==> config.mk <==
export PLATFORM = sky130hd
export DESIGN_NAME = seg7_scan_driver
export DESIGN_NICKNAME = d
export VERILOG_FILES = /design/src/rtl/seg7_pkg.sv /design/src/rtl/seg7_hex_lut.sv /design/src/rtl/seg7_scan_driver.sv
export SDC_FILE = /design/constraint.sdc
export NUM_CORES = 1
export LEC_CHECK = 0
export BUFFER_PORTS_ARGS = -buffer_cell sky130_fd_sc_hd__buf_2
export CORE_ASPECT_RATIO = 2
export CORE_MARGIN = 8
export CORE_UTILIZATION = 45
export DETAILED_ROUTE_END_ITERATION = 10
export PLACE_DENSITY = 0.68
export SETUP_SLACK_MARGIN = 0.02
export SYNTH_ARGS = -nofsm -noshare
export SYNTH_HDL_FRONTEND = slang
export SYNTH_HIERARCHICAL = 1
export SYNTH_SLANG_ARGS = --single-unit
==> constraint.sdc <==
create_clock -name clk -period 3.9 [get_ports clk]
set_input_delay 0.585 -clock clk [delete_from_list [all_inputs] [get_ports clk]]
set_output_delay 0.585 -clock clk [all_outputs]
set_load 0.1 [all_outputs]
==> src/rtl/seg7_pkg.sv <==
// Shared definitions for the 7-segment display drivers: hex glyph table,
// idle output constants and the scan FSM state type.
package seg7_pkg;

  localparam logic [7:0] SEG_OFF   = 8'hFF;
  localparam logic [3:0] ANODE_OFF = 4'b1111;

  typedef enum logic {GAP, DRIVE} state_e;

  // Active-low glyphs, bits 6:0 = g..a.
  function automatic logic [6:0] hex_to_seg7(input logic [3:0] nibble);
    logic [6:0] seg;
    unique case (nibble)
      4'h0: seg = 7'h40;
      4'h1: seg = 7'h79;
      4'h2: seg = 7'h24;
      4'h3: seg = 7'h30;
      4'h4: seg = 7'h19;
      4'h5: seg = 7'h12;
      4'h6: seg = 7'h02;
      4'h7: seg = 7'h78;
      4'h8: seg = 7'h00;
      4'h9: seg = 7'h10;
      4'hA: seg = 7'h08;
      4'hB: seg = 7'h03;
      4'hC: seg = 7'h46;
      4'hD: seg = 7'h21;
      4'hE: seg = 7'h06;
      4'hF: seg = 7'h0E;
      default: seg = 7'h7F;
    endcase
    return seg;
  endfunction

endpackage

==> src/rtl/seg7_hex_lut.sv <==
// Combinational nibble to active-low segment pattern lookup.
module seg7_hex_lut
  import seg7_pkg::*;
(
  input  logic [3:0] nibble,
  output logic [6:0] seg
);

  assign seg = hex_to_seg7(nibble);

endmodule

==> src/rtl/seg7_scan_driver.sv <==
// Four-digit multiplexed 7-segment driver with frame-synchronous value commit,
// inter-digit blanking, per-digit dp/blank and leading-zero suppression.
module seg7_scan_driver
  import seg7_pkg::*;
#(
  parameter int unsigned TICK_COUNT   = 100000,
  parameter int unsigned BLANK_CYCLES = 8
) (
  input  logic        clk,
  input  logic        rst,
  input  logic [15:0] value,
  input  logic        load,
  input  logic [3:0]  dp_en,
  input  logic [3:0]  blank,
  input  logic        lz_en,
  output logic [7:0]  D1_seg,
  output logic [3:0]  D1_a,
  output logic        frame_start
);

  localparam int unsigned CntMax = (TICK_COUNT > BLANK_CYCLES) ? TICK_COUNT : BLANK_CYCLES;
  localparam int unsigned CntW   = $clog2(CntMax + 1);

  state_e            state_q, state_d;
  logic [CntW-1:0]   cnt_q, cnt_d;
  logic [1:0]        idx_q, idx_d;
  logic              started_q, started_d;
  logic [15:0]       shadow_q, pending_q;
  logic              pend_v_q;
  logic              tick_done, gap_done, boundary;
  logic [3:0]        nibble;
  logic [6:0]        glyph;
  logic              dark, upper_zero;
  logic [7:0]        seg_d;
  logic [3:0]        an_d;
  logic              fs_d;

  assign tick_done = (cnt_q == CntW'(TICK_COUNT - 1));
  assign gap_done  = (BLANK_CYCLES == 0) || (cnt_q == CntW'(BLANK_CYCLES - 1));

  always_comb begin
    state_d   = state_q;
    cnt_d     = cnt_q + 1'b1;
    idx_d     = idx_q;
    started_d = started_q;
    unique case (state_q)
      DRIVE: begin
        if (tick_done) begin
          cnt_d = '0;
          if (BLANK_CYCLES == 0) idx_d = idx_q + 2'd1;
          else                   state_d = GAP;
        end
      end
      GAP: begin
        if (gap_done) begin
          cnt_d     = '0;
          state_d   = DRIVE;
          started_d = 1'b1;
          // The first DRIVE after reset is digit 0, so skip the advance once.
          if (started_q) idx_d = idx_q + 2'd1;
        end
      end
      default: state_d = GAP;
    endcase
  end

  assign boundary = (state_d == DRIVE) && (idx_d == 2'd0) &&
                    !((state_q == DRIVE) && (idx_q == 2'd0));

  always_ff @(posedge clk) begin
    if (rst) begin
      state_q   <= GAP;
      cnt_q     <= '0;
      idx_q     <= 2'd0;
      started_q <= 1'b0;
      shadow_q  <= 16'h0000;
      pending_q <= 16'h0000;
      pend_v_q  <= 1'b0;
    end else begin
      state_q   <= state_d;
      cnt_q     <= cnt_d;
      idx_q     <= idx_d;
      started_q <= started_d;
      if (load) pending_q <= value;
      if (boundary) begin
        pend_v_q <= 1'b0;
        if (load)          shadow_q <= value;
        else if (pend_v_q) shadow_q <= pending_q;
      end else if (load) begin
        pend_v_q <= 1'b1;
      end
    end
  end

  assign nibble = shadow_q[{idx_q, 2'b00} +: 4];

  seg7_hex_lut u_lut (
    .nibble (nibble),
    .seg    (glyph)
  );

  always_comb begin
    upper_zero = 1'b0;
    unique case (idx_q)
      2'd0: upper_zero = 1'b0;
      2'd1: upper_zero = (shadow_q[15:4] == 12'h000);
      2'd2: upper_zero = (shadow_q[15:8] == 8'h00);
      2'd3: upper_zero = (shadow_q[15:12] == 4'h0);
      default: upper_zero = 1'b0;
    endcase
  end

  assign dark = blank[idx_q] || (lz_en && upper_zero);

  always_comb begin
    seg_d = SEG_OFF;
    an_d  = ANODE_OFF;
    fs_d  = 1'b0;
    if (state_q == DRIVE) begin
      seg_d = {~dp_en[idx_q], dark ? 7'h7F : glyph};
      an_d  = ~(4'b0001 << idx_q);
      fs_d  = (idx_q == 2'd0) && (cnt_q == '0);
    end
  end

  always_ff @(posedge clk) begin
    if (rst) begin
      D1_seg      <= SEG_OFF;
      D1_a        <= ANODE_OFF;
      frame_start <= 1'b0;
    end else begin
      D1_seg      <= seg_d;
      D1_a        <= an_d;
      frame_start <= fs_d;
    end
  end

endmodule
==> impl_table.tex, run 1 <==
\begin{tabular}{lr}
\hline
Metric & Value \\
\hline
\multicolumn{2}{l}{\textbf{Status}} \\
Status & finished, final reports clean \\
\multicolumn{2}{l}{\textbf{Timing}} \\
Unrepaired setup endpoints after global routing & false \\
Setup total negative slack & 0 ns \\
Final Max Tran Viols & 0 \\
Relative max-transition margin & between 50\% and 60\% \\
Transition time at the pin with the least slew margin & roughly 0.70 ns \\
Tightest hold margin & between 0.4 and 0.5 ns \\
Number of hold-slack violations in the final timing report & 0 \\
Max Clock Skew & 0.00281 ns \\
Final number of setup-violating endpoints & 0 \\
Time the worst path needs with I/O delays and setup & between 2 and 3 ns \\
Period utilization & approximately two thirds \\
Achievable Freq & 392 MHz \\
\multicolumn{2}{l}{\textbf{Synth}} \\
Synthesized Nets & about 340 \\
Most used standard cells in the synthesized netlist & dfxtp\_1 (67), nor2\_1 (45), mux2i\_1 (23) \\
Library cell with the highest instance count after synthesis & dfxtp\_1 \\
Mean post-synth cell area & $\sim$11 um2 \\
Netlist area before placement & approximately 0.0032 mm2 \\
Sequential cell area fraction in the yosys report & between 40 and 50\% \\
Most instantiated flip-flop cell in the synthesis netlist & dfxtp\_1 \\
Leading cell types by total area after synthesis & dfxtp\_1 (42\%), mux2i\_1 (7.2\%), nor2\_1 (5.3\%) \\
Area fraction of the dominant cell type after synthesis & approximately 42\% \\
Number of flops mapped to enable cells by yosys & 0 \\
FF+latch count, synth & 67 \\
Largest area contributor in the synthesized netlist & dfxtp\_1 \\
Post-synthesis async set-or-reset flop share & 0\% \\
Synthesized instance count & 301 \\
Yosys warning count & 6 \\
Count of cell types in the netlist & 48 \\
\multicolumn{2}{l}{\textbf{Drt}} \\
First-pass detailed-route iteration total & 4 \\
Routed wire length on met3 & 237 um \\
Avg WL per Cell & 13.9 um \\
Met1 layer wirelength in the final routing & between 2000 and 2500 um \\
Residual DRC & 0 \\
Detailed-routed wire length on met2 & about 3500 um \\
Total number of vias & between 2000 and 2500 \\
Number of design-rule violations left by the first detailed-router iteration & roughly 140 \\
Via-per-instance ratio & 5.00 \\
Top layer reached by signal wires & met4 \\
Number of nets with antenna violations after detailed routing & 0 \\
Post-detailed-routing wire length & $\sim$6000 um \\
\multicolumn{2}{l}{\textbf{Clock network}} \\
Post-CTS Repair Setup Buffers & 0 \\
\# clock sinks & between 60 and 70 \\
Post-CTS Hold Fix Bufs & 0 \\
Resized Gates After CTS & 0 \\
Clock tree from TritonCTS & yes \\
Clock slew at the register clock pins of the worst setup and hold paths & about 0.05 ns \\
Maximum clock insertion buffer count & 2 \\
Clock buffers created by TritonCTS & 9 \\
Cell at the root of the clock tree & clkbuf\_16 \\
H-Tree Depth & 3 \\
Clock latency reported for the late side of the worst-skew pair & approximately 0.33 ns \\
\multicolumn{2}{l}{\textbf{GRT}} \\
Wire length of the first global-routing pass & slightly above 10000 um \\
Aggregate global routing overflow & 0 \\
Vias in the first global route & around 2200 \\
Largest net degree at the start of global routing & 40 \\
GRT Resource Usage Total & roughly an eighth \\
Antenna violations before repair & 0 \\
\multicolumn{2}{l}{\textbf{Worst setup path}} \\
Kind of end point of the critical path & flip-flop \\
R2R cell count & 6 \\
Worst endpoint data arrival time & $\sim$2.8 ns \\
Critical Setup Path Class & flip-flop to flip-flop \\
Kind of cell adding the most delay to the critical path & multiplexers \\
Critical path buffers and inverters & 2 \\
Kind of start point of the critical path & flip-flop \\
Critical path's slowest cell & dfxtp\_1 \\
Peak per-stage delay on the critical path & between 0.6 and 0.7 ns \\
Required @ worst endpoint & approximately 4.1 ns \\
Worst setup startpoint & idx\_q[0] \\
Series of cell instances along the critical path & mux4\_2 -> inv\_1 -> ha\_1 -> inv\_1 -> mux4\_2 -> or2\_2 \\
FF-to-FF End & D1\_seg[3] \\
Worst R2R Start & idx\_q[0] \\
Largest fanout on the critical path & 10 \\
Internal reg-to-reg setup slack & 1.35 ns \\
\multicolumn{2}{l}{\textbf{Die}} \\
Core Area & between 0.006 and 0.007 mm2 \\
Die footprint & between 0.01 and 0.015 mm2 \\
Effective utilization at floorplan & $\sim$46\% \\
I/O pin total & 41 \\
Die Span Y & 135 um \\
Die W & approximately 76 um \\
Number of core rows & 43 \\
\multicolumn{2}{l}{\textbf{Min path}} \\
Hold Path End & cnt\_q[0] \\
Worst hold path depth & 1 \\
Type of the worst min-delay path & flip-flop to flip-flop \\
Worst hold start & cnt\_q[0] \\
\multicolumn{2}{l}{\textbf{Finish}} \\
Fin nets & 381 \\
Filler instances & $\sim$660 \\
Fraction of final layout cells with drive strength greater than 1 & 28.8\% \\
Post-synthesis to final-layout area growth & 16.3\% \\
Diodes inserted & 0 \\
\multicolumn{2}{l}{\textbf{Power}} \\
Max VDD drop & about 0.00026 V \\
Pwr Density & $\sim$430 mW/mm2 \\
Leakage & roughly 0.0015 uW \\
\multicolumn{2}{l}{\textbf{Place}} \\
HPWL reported at the end of detailed placement & $\sim$4600 um \\
Port Buffers & 40 \\
RePlAce Congestion & 0.833 \\
\multicolumn{2}{l}{\textbf{Job}} \\
Maximum Capacitance Violations & 0 \\
\hline
\end{tabular}
==> flip-flops by register name, indices dropped and copies added, names as in the netlist <==
register     flops
shadow_q        16
pend_v_q         1
state_q          1
D1_a             4
idx_q            2
pending_q       16
D1_seg           8
cnt_q           17
frame_start      1
started_q        1
==> cell usage in the layout, fill, tap and decap left out, drive strengths merged, types with 7 or more instances in the layout <==
cell type / netlist / routed
nand3: 7 / 7
mux2: 16 / 16
nand2: 16 / 16
mux2i: 23 / 23
or2: 8 / 8
clkbuf: 5 / 14
ha: 13 / 13
xnor2: 9 / 9
mux4: 7 / 7
buf: 7 / 40
nor2b: 8 / 8
nor2: 45 / 45
dfxtp: 67 / 67
inv: 14 / 14
and2b: 9 / 9
==> stage by stage <==
step / power, uW / setup WS [ns] / utilization [%] / instances / instance area (um2)
CTS: 1630 / 1.33 / 53.9 / 434 / 3710
global placement: 785 / 1.39 / 49.3 / 419 / 3400
detailed placement: 788 / 1.34 / 49.3 / 419 / 3400
finish: 1600 / 1.35 / 53.9 / 434 / 3710
floorplan: 767 / 1.63 / - / 301 / 3190
global route: 1670 / 1.16 / 53.9 / 434 / 3710
==> worst register-to-register path: stages (launching register included) <==
cell and delay, ns:
dfxtp_1 0.67, mux4_2 0.65, inv_1 0.18, ha_1 0.17, inv_1 0.05, mux4_2 0.43
or2_2 0.29
==> layer usage <==
layer	vias to the layer above	track usage (%)
met5	-	0
met4	0	8.51
met3	17	4.53
met2	38	23.7
met1	1012	11.7
li1	1101	-
==> logic make-up after synthesis <==
| kind of cell | Yosys count | share of synthesized area [%] |
|---|---|---|
| DFF | 67 | 42.0 |
| AOI/OAI and AO/OA | 17 | 4.27 |
| xor gates and xnor gates | 15 | 4.12 |
| and+or+nand+nor | 117 | 20.5 |
| buffers and inverters | 26 | 4.98 |
| adders and majority gates | 13 | 5.10 |
| muxes | 46 | 19.0 |
==> report_power, final <==
group          leakage, uW  switching (uW)  internal [uW]
Sequential        0.000544            7.03            700
Clock             0.000155             271            561
Combinational     0.000825            34.9           30.1
==> how the worst max path moves through the flow <==
stage                   endpoint  slack (ns)  cells past startpoint
detailed placement     D1_seg[3]        1.34                      6
global placement       D1_seg[3]        1.39                      6
CTS                    D1_seg[3]        1.33                      6
floorplan           shadow_q[10]        1.63                      7
global route           D1_seg[3]        1.16                      6
finish                 D1_seg[3]        1.35                      6
==> final cells by class <==
class / count / area (um2) / share of cell area [%]
well taps: 90 / 113 / 3.03
clock buffers: 14 / 284 / 7.65
clock inverters: 1 / 30.0 / 0.809
flip-flops and latches: 67 / 1340 / 36.1
repair buffers: 40 / 200 / 5.39
multi-input cells: 208 / 1690 / 45.5
inverters: 14 / 52.6 / 1.42
No activity file was read; power rests on OpenSTA's default activity.
==> run 2: changes to the inputs <==
- ABC_AREA: not set -> 1
- PLACE_DENSITY: 0.68 -> 0.7
- clock period: 3.9 -> 2.3 ns (I/O delays scaled with it)
==> run 2 against run 1 <==
Net effect:
- combinational power rose by 130%
- worst setup slack worse by 1.0 ns
- synthesized cell count is 55% higher
- critical endpoint is now cnt_q[14]
==> impl_table.tex, run 2 <==
\begin{tabular}{lr}
\hline
Metric & Value \\
\hline
\multicolumn{2}{l}{\textbf{Power}} \\
Leakage & 0.00178 uW (+17\%) \\
Max VDD drop & 0.000524 V (+100\%) \\
Pwr Density & 661 mW/mm2 (+53\%) \\
\multicolumn{2}{l}{\textbf{Die}} \\
Die footprint & 0.0107 mm2 (+4.7\%) \\
Effective utilization at floorplan & 46.4\% (+0.072 points) \\
Number of core rows & 44 (+2.3\%) \\
Die Span Y & 138 um (+2.5\%) \\
Core Area & 0.00727 mm2 (+5.5\%) \\
I/O pin total & 41 (unchanged) \\
Die W & 77.2 um (+2.2\%) \\
\multicolumn{2}{l}{\textbf{Clock network}} \\
Clock latency reported for the late side of the worst-skew pair & 0.33 ns (about the same) \\
Cell at the root of the clock tree & clkbuf\_16 \\
\# clock sinks & 67 (unchanged) \\
Maximum clock insertion buffer count & 2 (unchanged) \\
Clock buffers created by TritonCTS & 9 (unchanged) \\
Clock slew at the register clock pins of the worst setup and hold paths & 0.05 ns (about the same) \\
H-Tree Depth & 3 (unchanged) \\
Post-CTS Hold Fix Bufs & 0 (unchanged) \\
Clock tree from TritonCTS & yes \\
\multicolumn{2}{l}{\textbf{Timing}} \\
Time the worst path needs with I/O delays and setup & 1.98 ns (-0.573 ns) \\
Setup total negative slack & 0 ns (unchanged) \\
Achievable Freq & 505 MHz (+29\%) \\
Transition time at the pin with the least slew margin & 0.690 ns (-0.00891 ns) \\
Relative max-transition margin & 54.0\% (+0.61 points) \\
Period utilization & 86.1\% (+21 points) \\
Unrepaired setup endpoints after global routing & false \\
Final number of setup-violating endpoints & 0 (unchanged) \\
Final Max Tran Viols & 0 (unchanged) \\
Max Clock Skew & 0.00594 ns (+0.00313 ns) \\
Number of hold-slack violations in the final timing report & 0 (unchanged) \\
\multicolumn{2}{l}{\textbf{Synth}} \\
XOR/XNOR Fraction of Synth Area & 1.04\% (-3.1 points) \\
Leading cell types by total area after synthesis & dfxtp\_1 (40\%), nand2\_1 (11\%), nor2\_1 (7.6\%) \\
FF+latch count, synth & 67 (unchanged) \\
Mean post-synth cell area & 7.24 um2 (-32\%) \\
Library cell with the highest instance count after synthesis & nand2\_1 \\
Yosys warning count & 6 (unchanged) \\
Synthesized instance count & 466 (+55\%) \\
Largest area contributor in the synthesized netlist & dfxtp\_1 \\
Synthesized Nets & 507 (+48\%) \\
Proportion of synthesized area in mux cells & 4.75\% (-14 points) \\
Number of flops mapped to enable cells by yosys & 0 (unchanged) \\
Most instantiated flip-flop cell in the synthesis netlist & dfxtp\_1 \\
Count of cell types in the netlist & 35 (-27\%) \\
Combinational family with the most area after synthesis & simple AND/OR/NAND/NOR gates \\
Area fraction of the dominant cell type after synthesis & 39.8\% (-2.3 points) \\
Most used standard cells in the synthesized netlist & nand2\_1 (96), nor2\_1 (68), dfxtp\_1 (67) \\
Basic-gate share of the synthesized area counting and, or, nand and nor cells & 32.2\% (+12 points) \\
Netlist area before placement & 0.00337 mm2 (+5.7\%) \\
Complex-gate fraction of the synthesized area & 7.12\% (+2.8 points) \\
Post-synthesis async set-or-reset flop share & 0\% (unchanged) \\
Sequential cell area fraction in the yosys report & 39.8\% (-2.3 points) \\
Adder and majority gate portion of the synthesized area & 4.82\% (-0.27 points) \\
\multicolumn{2}{l}{\textbf{Status}} \\
Status & finished, final reports clean \\
\multicolumn{2}{l}{\textbf{Drt}} \\
Total number of vias & 3056 (+41\%) \\
First-pass detailed-route iteration total & 6 (+2) \\
Number of nets with antenna violations after detailed routing & 0 (unchanged) \\
Residual DRC & 0 (unchanged) \\
Number of design-rule violations left by the first detailed-router iteration & 145 (+5.1\%) \\
Post-detailed-routing wire length & 8040 um (+33\%) \\
Via-per-instance ratio & 5.03 (+0.78\%) \\
Avg WL per Cell & 13.2 um (-4.6\%) \\
\multicolumn{2}{l}{\textbf{Finish}} \\
Post-synthesis to final-layout area growth & 17.5\% \\
Largest Register & cnt\_q \\
Max FFs per register & 17 (unchanged) \\
Most common library cell in the layout ignoring fill and taps & nand2\_1 \\
Diodes inserted & 0 (unchanged) \\
Fraction of final layout cells with drive strength greater than 1 & 16.3\% (-12 points) \\
Largest regs & cnt\_q: 17 flops, pending\_q: 16 flops, shadow\_q: 16 flops \\
Filler instances & 723 (+10\%) \\
Commonest cells after routing, fill and taps aside & nand2\_1 (96), nor2\_1 (68), dfxtp\_1 (67) \\
Fin nets & 552 (+45\%) \\
Fin area & 0.00396 mm2 (+6.8\%) \\
\multicolumn{2}{l}{\textbf{Worst setup path}} \\
Critical path's slowest cell & dfxtp\_1 \\
Critical Path Most Common Cell & nand2\_1 \\
Peak per-stage delay on the critical path & 0.37 ns (-0.30 ns) \\
Series of cell instances along the critical path & ha\_1 -> nand2\_1 -> nor2\_1 -> nand2\_1 -> nor3\_1 -> nand2\_1 -> nor2\_1 -> nand2\_1 -> o21ai\_1 -> a21oi\_1 \\
Worst endpoint data arrival time & 2.20 ns (-0.57 ns) \\
Critical Setup Path Class & flip-flop to flip-flop \\
Kind of start point of the critical path & flip-flop \\
Kind of end point of the critical path & flip-flop \\
Largest fanout on the critical path & 4 (-6) \\
Required @ worst endpoint & 2.51 ns (-1.60 ns) \\
\multicolumn{2}{l}{\textbf{GRT}} \\
GRT Resource Usage Total & 15.6\% (+2.3 points) \\
Antenna violations before repair & 0 (unchanged) \\
Largest net degree at the start of global routing & 28 (-30\%) \\
Aggregate global routing overflow & 0 (unchanged) \\
Wire length of the first global-routing pass & 13500 um (+34\%) \\
Vias in the first global route & 3058 (+37\%) \\
\multicolumn{2}{l}{\textbf{Place}} \\
Port Buffers & 40 (unchanged) \\
RePlAce Congestion & 0.926 (+11\%) \\
HPWL reported at the end of detailed placement & 6160 um (+34\%) \\
Placed cell area & 0.00365 mm2 (+7.5\%) \\
\multicolumn{2}{l}{\textbf{Job}} \\
Maximum Capacitance Violations & 0 (unchanged) \\
\multicolumn{2}{l}{\textbf{Min path}} \\
Type of the worst min-delay path & input port to flip-flop \\
\hline
\end{tabular}
[run 2: cell types whose count changed in the layout (fill, tap and decap cells not counted), moves of 9 or more]
cell / delta
xnor2_1: -9
nor2_1: +23
inv_1: +47
nor3_1: +9
buf_4: +10
nand3_1: +10
nand4_1: +24
a21oi_1: +18
nand2_1: +80
mux2_4: -10
[run 2: routing by layer]
| layer | vias up | routed length (um) | global-route usage [%] |
|---|---|---|---|
| li1 | 1582 | - | - |
| met1 | 1374 | 2910 | 13.8 |
| met2 | 69 | 4460 | 28.7 |
| met3 | 31 | 343 | 5.00 |
| met4 | 0 | 333 | 10.1 |
| met5 | - | 0 | 0 |
[run 2: through the flow]
stage	hold WS, ns	setup slack (ns)	utilization [%]	power, uW	cells
after floorplan	0.430	0.0904	-	1320	466
after global placement	0.446	0.298	50.3	1370	589
after detailed placement	0.458	0.213	50.3	1370	589
after CTS	0.277	0.208	54.1	2650	604
after global routing	0.290	0.0464	54.5	2720	607
final	0.283	0.319	54.5	2620	607
[run 2: area by class of cell]
type | instances | area [um2] | area share (%)
multi-input combinational | 314 | 1690 | 42.7
sequential | 67 | 1340 | 33.8
timing repair buffer | 50 | 275 | 6.95
clock buffer | 13 | 270 | 6.82
inverter | 69 | 259 | 6.54
tap | 92 | 115 | 2.90
clock inverter | 2 | 10.0 | 0.253
[run 2: power breakdown]
part	total [uW]	switching (uW)	internal [uW]
clock network	1270	462	807
logic	150	90.6	59.3
registers	1200	11.3	1190
[run 2: cell families after synthesis]
| logic type | count (synthesis) |
|---|---|
| compound gates | 43 |
| xor+xnor | 4 |
| fa+ha+maj | 13 |
| buf+inv | 85 |
| flops | 67 |
| mux | 16 |
| simple gates | 238 |
[run 2: timing repair]
action                     4_1_cts  5_1_grt
buffers inserted                 0        3
setup endpoints to repair        0        7
gates resized for setup          0        2
[run 2: path summary, 6_finish.rpt]
| kind | to | start | cells past startpoint | slack [ns] |
|---|---|---|---|---|
| worst min-delay path | pending_q[4] | value[4] | 3 | 0.28 |
| worst max-delay path | cnt_q[14] | cnt_q[0] | 10 | 0.32 |
| worst min register to register | cnt_q[0] | cnt_q[0] | 1 | 0.46 |
| worst max register to register | cnt_q[14] | cnt_q[0] | 10 | 0.32 |
[run 2: critical path: cells and delay by family, from the launching register on]
family                   cells  cell delay [ns]
flip-flops                   1             0.37
adder cells (fa/ha/maj)      1             0.18
AO/OA/AOI/OAI                2             0.27
AND/OR/NAND/NOR              7             1.04
